`src/rtl/tlk2711_tx_if.sv`:
```
// Parallel-side bundle of the TLK2711 transmit framer: frame request, payload stream, status and line outputs.
interface tlk2711_tx_if #(
  parameter int LEN_W = 16
);
  logic             i_start;
  logic [LEN_W-1:0] i_len;
  logic [15:0]      i_data;
  logic             i_data_valid;
  logic             o_data_ready;
  logic             o_busy;
  logic             o_done;
  logic             o_underflow;
  logic [15:0]      o_txd;
  logic             o_tkmsb;
  logic             o_tklsb;

  modport master (
    output i_start, i_len, i_data, i_data_valid,
    input  o_data_ready, o_busy, o_done, o_underflow, o_txd, o_tkmsb, o_tklsb
  );

  modport slave (
    input  i_start, i_len, i_data, i_data_valid,
    output o_data_ready, o_busy, o_done, o_underflow, o_txd, o_tkmsb, o_tklsb
  );
endinterface

```
`src/rtl/tlk2711_tx.sv`:
```
// TLK2711 transmit framer: SP idle, sync preamble, SF, payload, EF, gap; line outputs registered (1 cycle).
// Payload is never stalled: o_data_ready is high for every DATA_s slot and a missing word becomes 0000 + underflow.
module tlk2711_tx #(
  parameter int SYNC_LEN = 4,
  parameter int GAP_LEN  = 2,
  parameter int LEN_W    = 16
) (
  input  logic        clk,
  input  logic        rst_n,
  tlk2711_tx_if.slave bus
);

  localparam logic [15:0] SP_WORD = 16'hC5BC;
  localparam logic [15:0] SF_WORD = 16'h5CFB;
  localparam logic [15:0] EF_WORD = 16'hFDFE;
  localparam logic [7:0]  SYNC_INIT = 8'(SYNC_LEN);
  localparam logic [7:0]  GAP_INIT  = 8'(GAP_LEN);

  typedef enum logic [2:0] {
    IDLE_s,
    SYNC_s,
    SOF_s,
    DATA_s,
    EOF_s,
    GAP_s
  } state_t;

  state_t           state_q, state_d;
  logic [LEN_W-1:0] rem_q, rem_d;
  logic [7:0]       sync_q, sync_d;
  logic [7:0]       gap_q, gap_d;
  logic [15:0]      txd_d;
  logic             tkmsb_d, tklsb_d;
  logic             done_d, underflow_d;

  always_comb begin
    state_d     = state_q;
    rem_d       = rem_q;
    sync_d      = sync_q;
    gap_d       = gap_q;
    txd_d       = SP_WORD;
    tkmsb_d     = 1'b0;
    tklsb_d     = 1'b1;
    done_d      = 1'b0;
    underflow_d = 1'b0;

    case (state_q)
      IDLE_s: begin
        if (bus.i_start) begin
          rem_d   = bus.i_len;
          sync_d  = SYNC_INIT;
          state_d = SYNC_s;
        end
      end
      SYNC_s: begin
        sync_d = sync_q - 8'd1;
        if (sync_q <= 8'd1) state_d = SOF_s;
      end
      SOF_s: begin
        txd_d   = SF_WORD;
        tkmsb_d = 1'b1;
        state_d = (rem_q != '0) ? DATA_s : EOF_s;
      end
      DATA_s: begin
        tkmsb_d = 1'b0;
        tklsb_d = 1'b0;
        // The slot is consumed whether or not a word arrived, so frame length stays fixed.
        if (bus.i_data_valid) begin
          txd_d = bus.i_data;
        end else begin
          txd_d       = 16'h0000;
          underflow_d = 1'b1;
        end
        rem_d = rem_q - 1'b1;
        if (rem_q == LEN_W'(1)) state_d = EOF_s;
      end
      EOF_s: begin
        txd_d   = EF_WORD;
        tkmsb_d = 1'b1;
        done_d  = 1'b1;
        gap_d   = GAP_INIT;
        state_d = GAP_s;
      end
      GAP_s: begin
        gap_d = gap_q - 8'd1;
        if (gap_q <= 8'd1) state_d = IDLE_s;
      end
      default: state_d = IDLE_s;
    endcase
  end

  always_ff @(posedge clk or negedge rst_n) begin
    if (!rst_n) begin
      state_q         <= IDLE_s;
      rem_q           <= '0;
      sync_q          <= '0;
      gap_q           <= '0;
      bus.o_txd       <= SP_WORD;
      bus.o_tkmsb     <= 1'b0;
      bus.o_tklsb     <= 1'b1;
      bus.o_done      <= 1'b0;
      bus.o_underflow <= 1'b0;
    end else begin
      state_q         <= state_d;
      rem_q           <= rem_d;
      sync_q          <= sync_d;
      gap_q           <= gap_d;
      bus.o_txd       <= txd_d;
      bus.o_tkmsb     <= tkmsb_d;
      bus.o_tklsb     <= tklsb_d;
      bus.o_done      <= done_d;
      bus.o_underflow <= underflow_d;
    end
  end

  assign bus.o_data_ready = (state_q == DATA_s);
  assign bus.o_busy       = (state_q != IDLE_s);

endmodule

```
`src/flat_wrapper.sv`:
```
// flat-port wrapper written by rule: the top's interface ports become plain ports
module tlk2711_tx_flat 
#(
  parameter int SYNC_LEN = 4,
  parameter int GAP_LEN  = 2,
  parameter int LEN_W    = 16
)
  (clk, rst_n, bus_i_start, bus_i_len, bus_i_data, bus_i_data_valid, bus_o_data_ready, bus_o_busy, bus_o_done, bus_o_underflow, bus_o_txd, bus_o_tkmsb, bus_o_tklsb);
  tlk2711_tx_if #(.LEN_W(LEN_W)) bus_i ();
  input  logic clk;
  input  logic rst_n;
  input wire logic [$bits(bus_i.i_start)-1:0] bus_i_start;
  input wire logic [$bits(bus_i.i_len)-1:0] bus_i_len;
  input wire logic [$bits(bus_i.i_data)-1:0] bus_i_data;
  input wire logic [$bits(bus_i.i_data_valid)-1:0] bus_i_data_valid;
  output wire logic [$bits(bus_i.o_data_ready)-1:0] bus_o_data_ready;
  output wire logic [$bits(bus_i.o_busy)-1:0] bus_o_busy;
  output wire logic [$bits(bus_i.o_done)-1:0] bus_o_done;
  output wire logic [$bits(bus_i.o_underflow)-1:0] bus_o_underflow;
  output wire logic [$bits(bus_i.o_txd)-1:0] bus_o_txd;
  output wire logic [$bits(bus_i.o_tkmsb)-1:0] bus_o_tkmsb;
  output wire logic [$bits(bus_i.o_tklsb)-1:0] bus_o_tklsb;
  assign bus_i.i_start = bus_i_start;
  assign bus_i.i_len = bus_i_len;
  assign bus_i.i_data = bus_i_data;
  assign bus_i.i_data_valid = bus_i_data_valid;
  assign bus_o_data_ready = bus_i.o_data_ready;
  assign bus_o_busy = bus_i.o_busy;
  assign bus_o_done = bus_i.o_done;
  assign bus_o_underflow = bus_i.o_underflow;
  assign bus_o_txd = bus_i.o_txd;
  assign bus_o_tkmsb = bus_i.o_tkmsb;
  assign bus_o_tklsb = bus_i.o_tklsb;
  tlk2711_tx #(.SYNC_LEN(SYNC_LEN), .GAP_LEN(GAP_LEN), .LEN_W(LEN_W)) u_core (.clk(clk), .rst_n(rst_n), .bus(bus_i));
endmodule
```
`config.mk`:
```
export PLATFORM = sky130hd
export DESIGN_NAME = tlk2711_tx_flat
export DESIGN_NICKNAME = d
export VERILOG_FILES = /design/src/rtl/tlk2711_tx_if.sv /design/src/rtl/tlk2711_tx.sv /design/src/flat_wrapper.sv
export SDC_FILE = /design/constraint.sdc
export NUM_CORES = 1
export LEC_CHECK = 0
export CORE_ASPECT_RATIO = 0.8
export CORE_MARGIN = 2
export CORE_UTILIZATION = 25
export DETAILED_ROUTE_END_ITERATION = 10
export GPL_ROUTABILITY_DRIVEN = 0
export PLACE_DENSITY = 0.55
export SLEW_MARGIN = 30
export SYNTH_ARGS = -nofsm -noshare
export SYNTH_HDL_FRONTEND = slang
export SYNTH_SLANG_ARGS = --single-unit
```
`constraint.sdc`:
```
create_clock -name clk -period 2.2 [get_ports clk]
set_input_delay 0.44 -clock clk [delete_from_list [all_inputs] [get_ports clk]]
set_output_delay 0.44 -clock clk [all_outputs]
set_load 0.01 [all_outputs]
```
; ---- Word level (Yosys, flattened, before mapping)
; Index checks and enable logic that the tools add are counted.
[totals]
output_inout_bits = 22
n_memories = 0
register_bits = 55
rom_bits = 0
ram_bits = 0
latchBits = 0
[classes]
n_div = 0
n_mux = 18
magnitude_cmp = 2
bitwise = 0
n_shift = 0
n_addsub = 3
n_eq_ne = 10
multipliers = 0
n_reduce_logical = 10
[ops]
columns = operator, count
row1 = 16-bit case mux with 3 select lines, 1
row2 = 16-bit two-way mux, 2
row3 = 16-bit case mux with 2 select lines, 1
row4 = 8-bit case mux with 2 select lines, 2
row5 = 3-bit case mux with 6 select lines, 1
row6 = "16-bit by 1-bit == test with 1-bit output, second input constant", 1
row7 = "8-bit by 1-bit less-or-equal comparator with 1-bit output, second input constant", 2
row8 = 16-bit nonzero test, 1
row9 = "16-bit by 1-bit subtractor with 16-bit output, second input constant", 1
row10 = "8-bit by 1-bit subtractor with 8-bit output, second input constant", 2
row11 = 3-bit two-way mux, 5
row12 = 8-bit two-way mux, 1
row13 = "3-bit by 2-bit == test with 1-bit output, second input constant", 2
row14 = "3-bit == test, second input constant", 2
row15 = "2-bit by 1-bit inequality test with 1-bit output, second input constant", 3
row16 = 2-bit nonzero test, 3
row17 = 1-bit two-way mux, 5
row18 = 2-bit AND reduction, 2
row19 = 4-bit AND reduction, 1
row20 = "3-bit by 1-bit == test with 1-bit output, second input constant", 1
row21 = 3-bit logical NOT, 1
row22 = 3-bit nonzero test, 1
row23 = "2-bit inequality test, second input constant", 1
row24 = 2-bit OR reduction, 1

; ---- Longest topological paths before layout
[logic_depth]
ltp_word = 3
depth_mapped = 7
mapped_depth_nobuf = 7

; ---- Least setup slack after synthesis
; Ideal clock, no wire load.
[synth_timing]
path_type = register -> register
start = reg u_core.sync_q[4]
end = reg u_core.state_q[0]
arrival_time_ns = 1.847
path_stages_with_launch = 5
path_slack_ns = 0.213
path_buffers = 0
synth_period_minus_slack_ns = 1.987
required_time_ns = 2.060
setup_ns = 0.140
cell_sequence = dfrtp_1 > or4_4 > or4_4 > a221oi_2 > o311ai_1
[synth_via]
elab_chain_cells = 3
[synth_rtl]
columns = item, line
row1 = start: declaration, tlk2711_tx.sv:30  ; logic [7:0] sync_q, sync_d;
row2 = start signal: assignment, tlk2711_tx.sv:106  ; sync_q <= sync_d;
row3 = 8-bit by 1-bit less-or-equal comparator with 1-bit output, tlk2711_tx.sv:57  ; if (sync_q <= 8'd1) state_d = SOF_s;
row4 = 2-bit by 1-bit inequality test with 1-bit output (no line), -
row5 = 4-bit AND reduction (no line), -
row6 = end signal: assignment, tlk2711_tx.sv:94  ; state_q <= IDLE_s;
row7 = end signal: assignment, tlk2711_tx.sv:104  ; state_q <= state_d;
row8 = end: declaration, tlk2711_tx.sv:28  ; state_t state_q, state_d;
; Every way passes these cells.
; A chain may end at the register's enable or synchronous reset.

; ---- Final worst setup path
[layout_timing]
start = reg u_core.state_q[2]
end = out bus_o_data_ready
[layout_via]
elab_chain_cells = 1
[layout_rtl]
columns = item, line
row1 = 3-bit by 2-bit == test with 1-bit output, tlk2711_tx.sv:116  ; assign bus.o_data_ready = (state_q == DATA_s);
row2 = end: declaration, flat_wrapper.sv:16  ; output wire logic [$bits(bus_i.o_data_ready)-1:0] bus_o_data_ready;
; Every way passes these cells.

==> results.py <==
metrics = {
    "flow_run": {
        "drv_cap": 0,
    },
    "pwr": {
        "p_int_w": 0.00220,
        "power_density_nw_per_um2": 939,
        "leakagePower_nw": 1.46,
        "pwr-share-clk_pct": 24.1,
        "switching_share_pct": 35.0,
        "peakVddDrop_mv": 0.344,
        "combPwrFrac_pct": 31.5,
        "p_switching_w": 0.00118,
        "seq_power_share_pct": 44.4,
    },
    "timing": {
        "fin_setup_tns_ns": 0,
        "final.period_utilization_pct": 95.3,
        "hold_viol": 0,
        "fmax_mhz": 477,
        "finalSetupViolCount": 0,
        "slew_headroom_pct": 61.5,
        "tightest_slew_ns": 0.576,
        "report.final.slew_viol_count": 0,
        "clock_skew_ns": 0.00854,
        "fin_ws_ns": 0.102,
        "rsz0062_at_grt": "no",
        "min_period_ns": 2.10,
    },
    "routing": {
        "wl_per_cell_um": 13.7,
        "drc": 0,
        "vias": 2285,
        "first_pass_iters": 4,
        "drtIter0Drc": 116,
        "viasPerCell": 4.79,
        "totalWireLength_mm": 6.53,
        "ant_nets": 0,
    },
    "synthesis": {
        "synth-edff-count": 0,
        "syn-instance-count": 272,
        "seq_area_frac_synth_pct": 52.6,
        "ys_async_sr_fraction_pct": 100,
        "syn-num-nets": 315,
        "synth_area_sq_um": 2640,
        "synth_cell_type_count": 44,
        "ys_ff_latch": 55,
        "synth_ff_type": "dfrtp_1",
        "yosysWarnings": 0,
        "synth.avg_cell_area_sq_um": 9.70,
    },
    "setup_path": {
        "end_kind": "output port",
        "critical_path.max_fanout": 7,
        "crit_path_start_kind": "register",
        "arrival_ns": 1.66,
        "crit_type": "register to output port",
        "required_ns": 1.76,
    },
    "layout": {
        "n_fill_cell": 1024,
        "finalNetCount": 379,
        "final_common_cell": "clkdlybuf4s50_1",
        "mostFrequentLayoutCells": "clkdlybuf4s50_1, dfrtp_1, nand2_1",
        "postLayoutCoreUtil_pct": 35.1,
        "syn_to_final_growth_pct": 36.7,
        "antennaDiodeCount": 0,
        "drive_gt1_share_pct": 12.8,
    },
    "min_path": {
        "hold_class": "input pin to asynchronous set/reset pin",
    },
    "grt": {
        "grt.overflow.total": 0,
        "grt_max_degree": 56,
        "grt_pass1_wl_mm": 11.1,
        "grt_pass1_vias": 2156,
        "grt_usage_pct": 12.1,
        "antenna_found_initial": 0,
    },
    "clock_tree": {
        "clkLatencyLatePin_ns": 0.29,
        "numCtsBuffers": 5,
        "cts.sinks": 55,
        "cts_tree": "done",
        "clk_pin_slew_worst_paths_ns": 0.07,
        "cts_max_level": 2,
        "cts_root_buffer": "clkbuf_16",
        "postCtsSetupBuffers": 0,
        "cts_buffer_depth": 2,
    },
    "die": {
        "dieArea_sq_um": 11400,
        "initial_core_util_pct": 25.7,
        "die_y_um": 95.9,
        "fp.dieW_um": 119,
        "coreArea_sq_um": 10300,
        "rows": 33,
        "ios": 58,
    },
    "placement": {
        "hpwl_mm": 4.69,
        "portBuffers": 57,
        "dpl_worst_slack_ns": 0.115,
    },
    "run_status": {
        "status": "completed",
    },
}
sequential cells by signal (all words and copies together) (netlist names):
name,count
u_core.sync_q,8
u_core.bus.o_done,1
u_core.bus.o_underflow,1
u_core.gap_q,8
u_core.state_q,3
u_core.bus.o_txd,16
u_core.bus.o_tkmsb,1
u_core.rem_q,16
u_core.bus.o_tklsb,1
worst max-delay path, cell delays in order (launching register included):
cell and delay [ns]:
dfrtp_1 0.45, nor2b_1 0.17, nand2_1 0.09, inv_1 0.08
clkdlybuf4s50_1 0.57
per-layer routing:
layer / wire [um] / vias up / GRT usage, %
met3: 453 / 4 / 3.61
met4: 30 / 0 / 1.79
li1: - / 1124 / -
met5: 0 / - / 0
met2: 2750 / 70 / 18.4
met1: 3290 / 1087 / 17.4
timing repair:
action	4_1_cts	5_1_grt
resized for setup	0	2
hold endpoints to repair	0	0
endpoints found under the setup margin	0	2
hold buffers	0	0
power by group through the flow:
stage               combinational (W)  clock (W)  sequential, W
floorplan                    0.000666          0        0.00147
global placement              0.00104          0        0.00151
detailed placement            0.00106          0        0.00152
CTS                           0.00107   0.000848        0.00150
global route                  0.00121   0.000884        0.00155
finish                        0.00107   0.000816        0.00151
through the flow:
step	std cells	total power [W]	hold WS [ns]	area (sq um)
2_1_floorplan	272	0.00213	0.144	2640
6_report	477	0.00339	0.120	3610
4_1_cts	477	0.00341	0.154	3590
3_5_place_dp	469	0.00258	0.473	3440
5_1_grt	477	0.00364	0.163	3610
3_3_place_gp	469	0.00254	0.459	3440
cells by family after synthesis:
family | count (synthesis) | synth area share, %
xor gates and xnor gates | 1 | 0.332
adders and majority gates | 7 | 3.32
buffers and inverters | 20 | 2.89
AOI/OAI and AO/OA | 68 | 18.2
and+or+nand+nor | 117 | 21.1
DFF | 55 | 52.6
muxes | 4 | 1.52
final cells by class:
| type | instances | area, sq um | share of cell area (%) |
|---|---|---|---|
| Multi-Input combinational cell | 197 | 1190 | 33.0 |
| Sequential cell | 55 | 1390 | 38.5 |
| Inverter | 8 | 30.0 | 0.832 |
| Clock buffer | 5 | 125 | 3.47 |
| Tap cell | 140 | 175 | 4.86 |
| Clock inverter | 3 | 27.5 | 0.763 |
| Timing Repair Buffer | 69 | 668 | 18.5 |
final timing paths:
kind,start,endpoint,slack [ns],cells after the start
max in group asynchronous,rst_n,u_core.bus.o_txd[10],1.75,2
setup reg to reg,u_core.sync_q[4],u_core.state_q[0],0.12,4
hold / removal,rst_n,u_core.gap_q[7],0.12,2
min in group clk,u_core.sync_q[7],u_core.sync_q[7],0.48,1
setup / recovery,u_core.state_q[2],bus_o_data_ready,0.10,4
hold reg to reg,u_core.sync_q[7],u_core.sync_q[7],0.48,1
synthesized netlist by cell type (5+ instances only):
cell	number	area, sq um
dfrtp_1	45	1130
nand2_1	39	146
nor2_1	27	101
nand3_1	16	80.1
o21ai_0	14	70.1
a21oi_1	12	60.1
dfstp_2	10	263
clkbuf_1	8	30.0
inv_1	8	30.0
nor3_1	8	40.0
ha_1	7	87.6
o211ai_1	6	45.0
a31o_2	5	43.8
or4_1	5	37.5
(Power assumes the default switching activity.)
==> variant 1 (same settings) <==
Encoding of `state_t`: now one-hot (6 bits for 6 states).
--- a/src/rtl/tlk2711_tx.sv
+++ b/src/rtl/tlk2711_tx.sv
@@ -18,9 +18,9 @@
 
-  typedef enum logic [2:0] {
-    IDLE_s,
-    SYNC_s,
-    SOF_s,
-    DATA_s,
-    EOF_s,
-    GAP_s
+  typedef enum logic [5:0] {
+    IDLE_s = 6'b000001,
+    SYNC_s = 6'b000010,
+    SOF_s  = 6'b000100,
+    DATA_s = 6'b001000,
+    EOF_s  = 6'b010000,
+    GAP_s  = 6'b100000
   } state_t;
Formal check against the unedited RTL: same outputs for any inputs over 10 cycles, from zero or initial values and one cycle with rst_n low; not proved beyond that.
==> variant 1 against the unedited design <==
- setup slack got worse by 56 ps
- largest cell class unchanged
- sequential cell count increased by 3
- largest power group unchanged
- clock skew decreased by 3.3 ps
- routed wire length increased by 12%
- count of clock-buffer cells in the layout increased by 6
- design area increased by 12%
- synthesized area increased by 8.7%
- power increased by 35%
- sequential share of layout area decreased by 2.1 points
==> variant 1: results (changes against the unedited design) <==
metric	value	unit	change
Wirelength per Cell	14.45	microns	was 13.68 microns
htree depth	3		was 2
Lkg Pwr	1.737	nW	was 1.465 nW
Worst slew margin	60.53	%	was 61.49%
clock tree buffer depth	2		unchanged
Logic inverters	15		was 8
Seq pwr share	37.6	%	was 44.4%
largest net degree at the start of global routing	59		was 56
sequential cell area share	36.41	%	was 38.54%
Crit path max-delay family	simple AND/OR/NAND/NOR gates		was buffers and inverters
area of placed instances	3660	sq um	was 3442 sq um
buffering overhead	18.78	%	was 18.52%
Non-Clock Buffer Count	81		was 69
worst IR drop on VDD	0.4126	mV	was 0.3440 mV
clk slew on worst S/H paths	50	ps	was 70 ps
Multi-Input Combinational	192		was 197
Clock Skew	5.237	ps	was 8.536 ps
share of cells above drive strength 1	19.34	%	was 12.76%
Worst Path Max Fanout	4		was 7
detailed placement HPWL	5081	microns	was 4689 microns
vias per inst	4.899		was 4.790
FF+latch area	1465	sq um	was 1390 sq um
vias in the first global route	2410		was 2156
pre-CTS WS	134.4	ps	was 115.3 ps
Tmin final	2153	ps	was 2098 ps
area of the multi-input gates	1270	sq um	was 1191 sq um
Worst-Skew Late Latency	320	ps	was 290 ps
GRT Util Overall	12.39	%	was 12.10%
drt initial violations	113		was 116
Tap Cells	144		was 140
Post-Syn Instances	277		was 272
sequential cell count	58		was 55
syn nets	319		was 315
register-to-register setup slack	50	ps	was 120 ps
synth unique cells	51		was 44
Nets	399		was 379
Synth warnings	0		unchanged
Seq/Total Area, Yosys	51.07	%	was 52.63%
first-pass GRT wire length	11990	microns	was 11070 microns
Worst path slowest cell	or4_4		was clkdlybuf4s50_1
fin. max-slew vios	0		unchanged
P_sw	1.535	mW	was 1.185 mW
Post-synth top cells	47 x dfrtp_1, 30 x nand2_1, 15 x inv_1, 15 x nand3_1, 15 x nor3_1		was 45 x dfrtp_1, 39 x nand2_1, 27 x nor2_1
status	complete, no violations		unchanged
# fillers	1085		was 1024
WHS	114.0	ps	was 120.4 ps
Inserted Clock Buffers	9		was 5
clock buffer count	11		was 5
placed cells	481		was 469
top cells by area, synth	dfrtp_1 41%, dfstp_2 10%, nand2_1 3.9%, o221a_2 2.7%, ha_1 2.6%		was dfrtp_1 43%, dfstp_2 10%, nand2_1 5.5%, nor2_1 3.8%, ha_1 3.3%
DRT Wirelength	7310	microns	was 6525 microns
clock network area share	7.369	%	was 4.232%
variant 1: path summary, 6_finish.rpt:
kind | startpoint | end | cells past startpoint
setup / recovery | u_core.rem_q[8] | u_core.state_q[4] | 4
hold / removal | rst_n | u_core.bus.o_txd[11] | 2
setup reg to reg | u_core.rem_q[8] | u_core.state_q[4] | 4
hold reg to reg | u_core.sync_q[6] | u_core.sync_q[6] | 1
max in group asynchronous | rst_n | u_core.state_q[0] | 2
min in group clk | u_core.sync_q[6] | u_core.sync_q[6] | 1
variant 1: logic make-up after synthesis:
| logic type | synth area share (%) |
|---|---|
| AO/OA/AOI/OAI | 16.62 |
| adder cells (fa/ha/maj) | 2.617 |
| buffers and inverters | 4.754 |
| flip-flops | 51.07 |
| multiplexers | 1.745 |
| AND/OR/NAND/NOR | 23.20 |
variant 1: worst register-to-register path, cell delays in order (launching register included):
cell and delay, ps:
dfrtp_1 380, or4_4 560, or3_4 360, or4_4 540, a211oi_2 230
variant 1: routing by layer:
layer | routed length [microns] | up-vias | share of wire, % | global-route usage (%)
met5 | 0 | - | 0 | 0
met4 | 31 | 0 | 0.42 | 3.147
met3 | 425 | 4 | 5.8 | 4.375
met2 | 3210 | 74 | 44 | 18.39
met1 | 3642 | 1192 | 50 | 17.20
li1 | - | 1209 | - | -
variant 1: power groups by stage:
stage	registers [mW]	clock network [mW]	logic, mW
2_1_floorplan	1.66	0	0.917
3_3_place_gp	1.71	0	1.35
3_5_place_dp	1.72	0	1.38
4_1_cts	1.71	1.41	1.43
5_1_grt	1.77	1.48	1.65
6_report	1.72	1.38	1.48
variant 1: what timing repair did:
item	in CTS	in global routing
hold endpoints to repair	0	0
endpoints found under the setup margin	2	2
gates cloned	0	0
hold buffers	0	0
buffers inserted	4	5
gates resized for setup	3	0
pin swaps	2	4
==> variant 2 (config.mk and constraints unchanged) <==
Without the edit above. `LEN_W` is set to 16 in 3 places; all go to 32.
--- a/src/rtl/tlk2711_tx_if.sv
+++ b/src/rtl/tlk2711_tx_if.sv
@@ -2,3 +2,3 @@
 interface tlk2711_tx_if #(
-  parameter int LEN_W = 16
+  parameter int LEN_W = 32
 );
--- a/src/rtl/tlk2711_tx.sv
+++ b/src/rtl/tlk2711_tx.sv
@@ -5,3 +5,3 @@
   parameter int GAP_LEN  = 2,
-  parameter int LEN_W    = 16
+  parameter int LEN_W    = 32
 ) (
--- a/src/flat_wrapper.sv
+++ b/src/flat_wrapper.sv
@@ -5,3 +5,3 @@
   parameter int GAP_LEN  = 2,
-  parameter int LEN_W    = 16
+  parameter int LEN_W    = 32
 )
Interface: changed (resized bus_i_len); port bits go from 58 to 74. The function was not compared with the original's and may differ.
==> variant 2 against the unedited design <==
- clock skew is 2.2 ps lower
- synthesized cell count is 43% higher
- combinational power is 87% lower
- utilization is 0.72 points higher
- synthesized area is 38% higher
- sequential cell count is 16 higher
- power is 17% lower
- routed wire length is 54% higher
- hold slack better by 8.4 ps
- design area is 42% higher
- maximum frequency is 1.3% lower
- global-route usage is 0.96 points higher
- largest cell class unchanged
- critical path depth is 1 higher
- setup slack worse by 27 ps
- largest power group is now clock
==> variant 2: results (changes against the unedited design) <==
metric	value	unit	change
register-to-register setup slack	80	ps	was 120 ps
antenna cells	0		unchanged
drt pass-1 iters	4		unchanged
Worst slew margin	57.67	%	was 61.49%
clock network area share	5.401	%	was 4.232%
Clock Skew	6.364	ps	was 8.536 ps
Logic inverters	11		was 8
met3 routed WL	451	microns	was 453 microns
# fillers	1446		was 1024
met2 wire len	4479	microns	was 2750 microns
buffering overhead	19.60	%	was 18.52%
vias	3348		was 2285
placed cells	652		was 469
FF+latch area	1792	sq um	was 1390 sq um
Non-Clock Buffer Count	104		was 69
syn nets	448		was 315
Top Layer Used	met4		unchanged
GR met1 Demand/Resource	18.51	%	was 17.37%
top cells by area, synth	dfrtp_1 42%, dfstp_2 7.2%, nand2_1 5.2%, nor2_1 4.2%, a311oi_1 3.1%		was dfrtp_1 43%, dfstp_2 10%, nand2_1 5.5%, nor2_1 3.8%, ha_1 3.3%
clk slew on worst S/H paths	60	ps	
drt initial violations	257		was 116
Regs by FF count	u_core.rem_q x32, u_core.bus.o_txd x16		was u_core.bus.o_txd x16, u_core.rem_q x16
Synth warnings	0		unchanged
first-pass GRT wire length	16460	microns	was 11070 microns
GR Util met3	2.517	%	was 3.614%
clock buffer count	11		was 5
met2 Use GR	19.87	%	was 18.39%
largest net degree at the start of global routing	27		was 56
vias in the first global route	3204		was 2156
Port Buffers	73		was 57
area of the multi-input gates	1777	sq um	was 1191 sq um
Post-synth top cells	61 x dfrtp_1, 51 x nand2_1, 41 x nor2_1		was 45 x dfrtp_1, 39 x nand2_1, 27 x nor2_1
Post-Syn Instances	389		was 272
hold crit path type	in -> async		unchanged
clk sinks	71		was 55
Wirelength per Cell	14.91	microns	was 13.68 microns
Seq/Total Area, Yosys	48.99	%	was 52.63%
Lkg Pwr	2.084	nW	was 1.465 nW
Nets	543		was 379
share of cells above drive strength 1	18.20	%	was 12.76%
htree depth	3		was 2
status	complete, no violations		unchanged
worst IR drop on VDD	0.2619	mV	was 0.3440 mV
initial core utilization	25.54	%	was 25.67%
Inserted Clock Buffers	9		was 5
Worst Path Max Fanout	5		was 7
wire length on met1	4948	microns	was 3290 microns
GRT Util Overall	13.06	%	was 12.10%
detailed placement HPWL	7172	microns	was 4689 microns
initial antenna violation count	0		unchanged
share of flip-flops with an asynchronous set or reset	100.0	%	unchanged
Multi-Input Combinational	287		was 197
clock tree buffer depth	2		unchanged
DRT Wirelength	10030	microns	was 6525 microns
Worst EP arrival	2330	ps	was 1660 ps
Worst-Skew Late Latency	330	ps	was 290 ps
synth unique cells	54		was 44
[variant 2: worst max-delay path, cell delays in order, from the launching register on]
cell,delay (ps)
dfrtp_1,380
or4_4,550
or4_4,480
nor3_4,290
and4_2,270
nor3_2,40
[variant 2: path summary, 6_finish.rpt]
check,endpoint,from,cells after the start
max,u_core.rem_q[27],u_core.rem_q[12],5
min,u_core.bus.o_txd[0],rst_n,1
max reg2reg,u_core.rem_q[27],u_core.rem_q[12],5
min reg2reg,u_core.sync_q[7],u_core.sync_q[7],1
max in group asynchronous,u_core.rem_q[17],rst_n,2
min in group clk,u_core.sync_q[7],u_core.sync_q[7],1
[variant 2: repair_timing]
item                       in CTS  in global routing
buffers inserted                0                  4
pin swaps                       0                  1
gates resized for setup         3                  7
setup endpoints to repair       1                 12
gates cloned                    0                  1
[variant 2: through the flow]
step	utilization [%]	setup slack [ps]	setup TNS, ps	hold slack, ps	area (sq um)
floorplan	-	131.5	0	144.4	3652
global placement	33.31	104.9	0	454.8	4762
detailed placement	33.31	79.72	0	469.0	4762
CTS	35.28	2.122	0	156.2	5045
global route	35.81	-11.32	-12.97	173.8	5120
finish	35.81	75.09	0	128.8	5120
[variant 2: report_power, final]
| part | leakage, nW | internal [mW] | switching, mW |
|---|---|---|---|
| Sequential | 0.879 | 1.31 | 0 |
| Clock | 0.132 | 0.792 | 0.559 |
| Combinational | 1.07 | 0.0878 | 0.0508 |
| Total | 2.08 | 2.19 | 0.610 |
[variant 2: kinds of logic after synthesis]
| logic type | synth area share [%] |
|---|---|
| AOI/OAI and AO/OA | 17.47 |
| adders and majority gates | 2.398 |
| buffers and inverters | 3.494 |
| DFF | 48.99 |
| muxes | 1.679 |
| and+or+nand+nor | 25.97 |
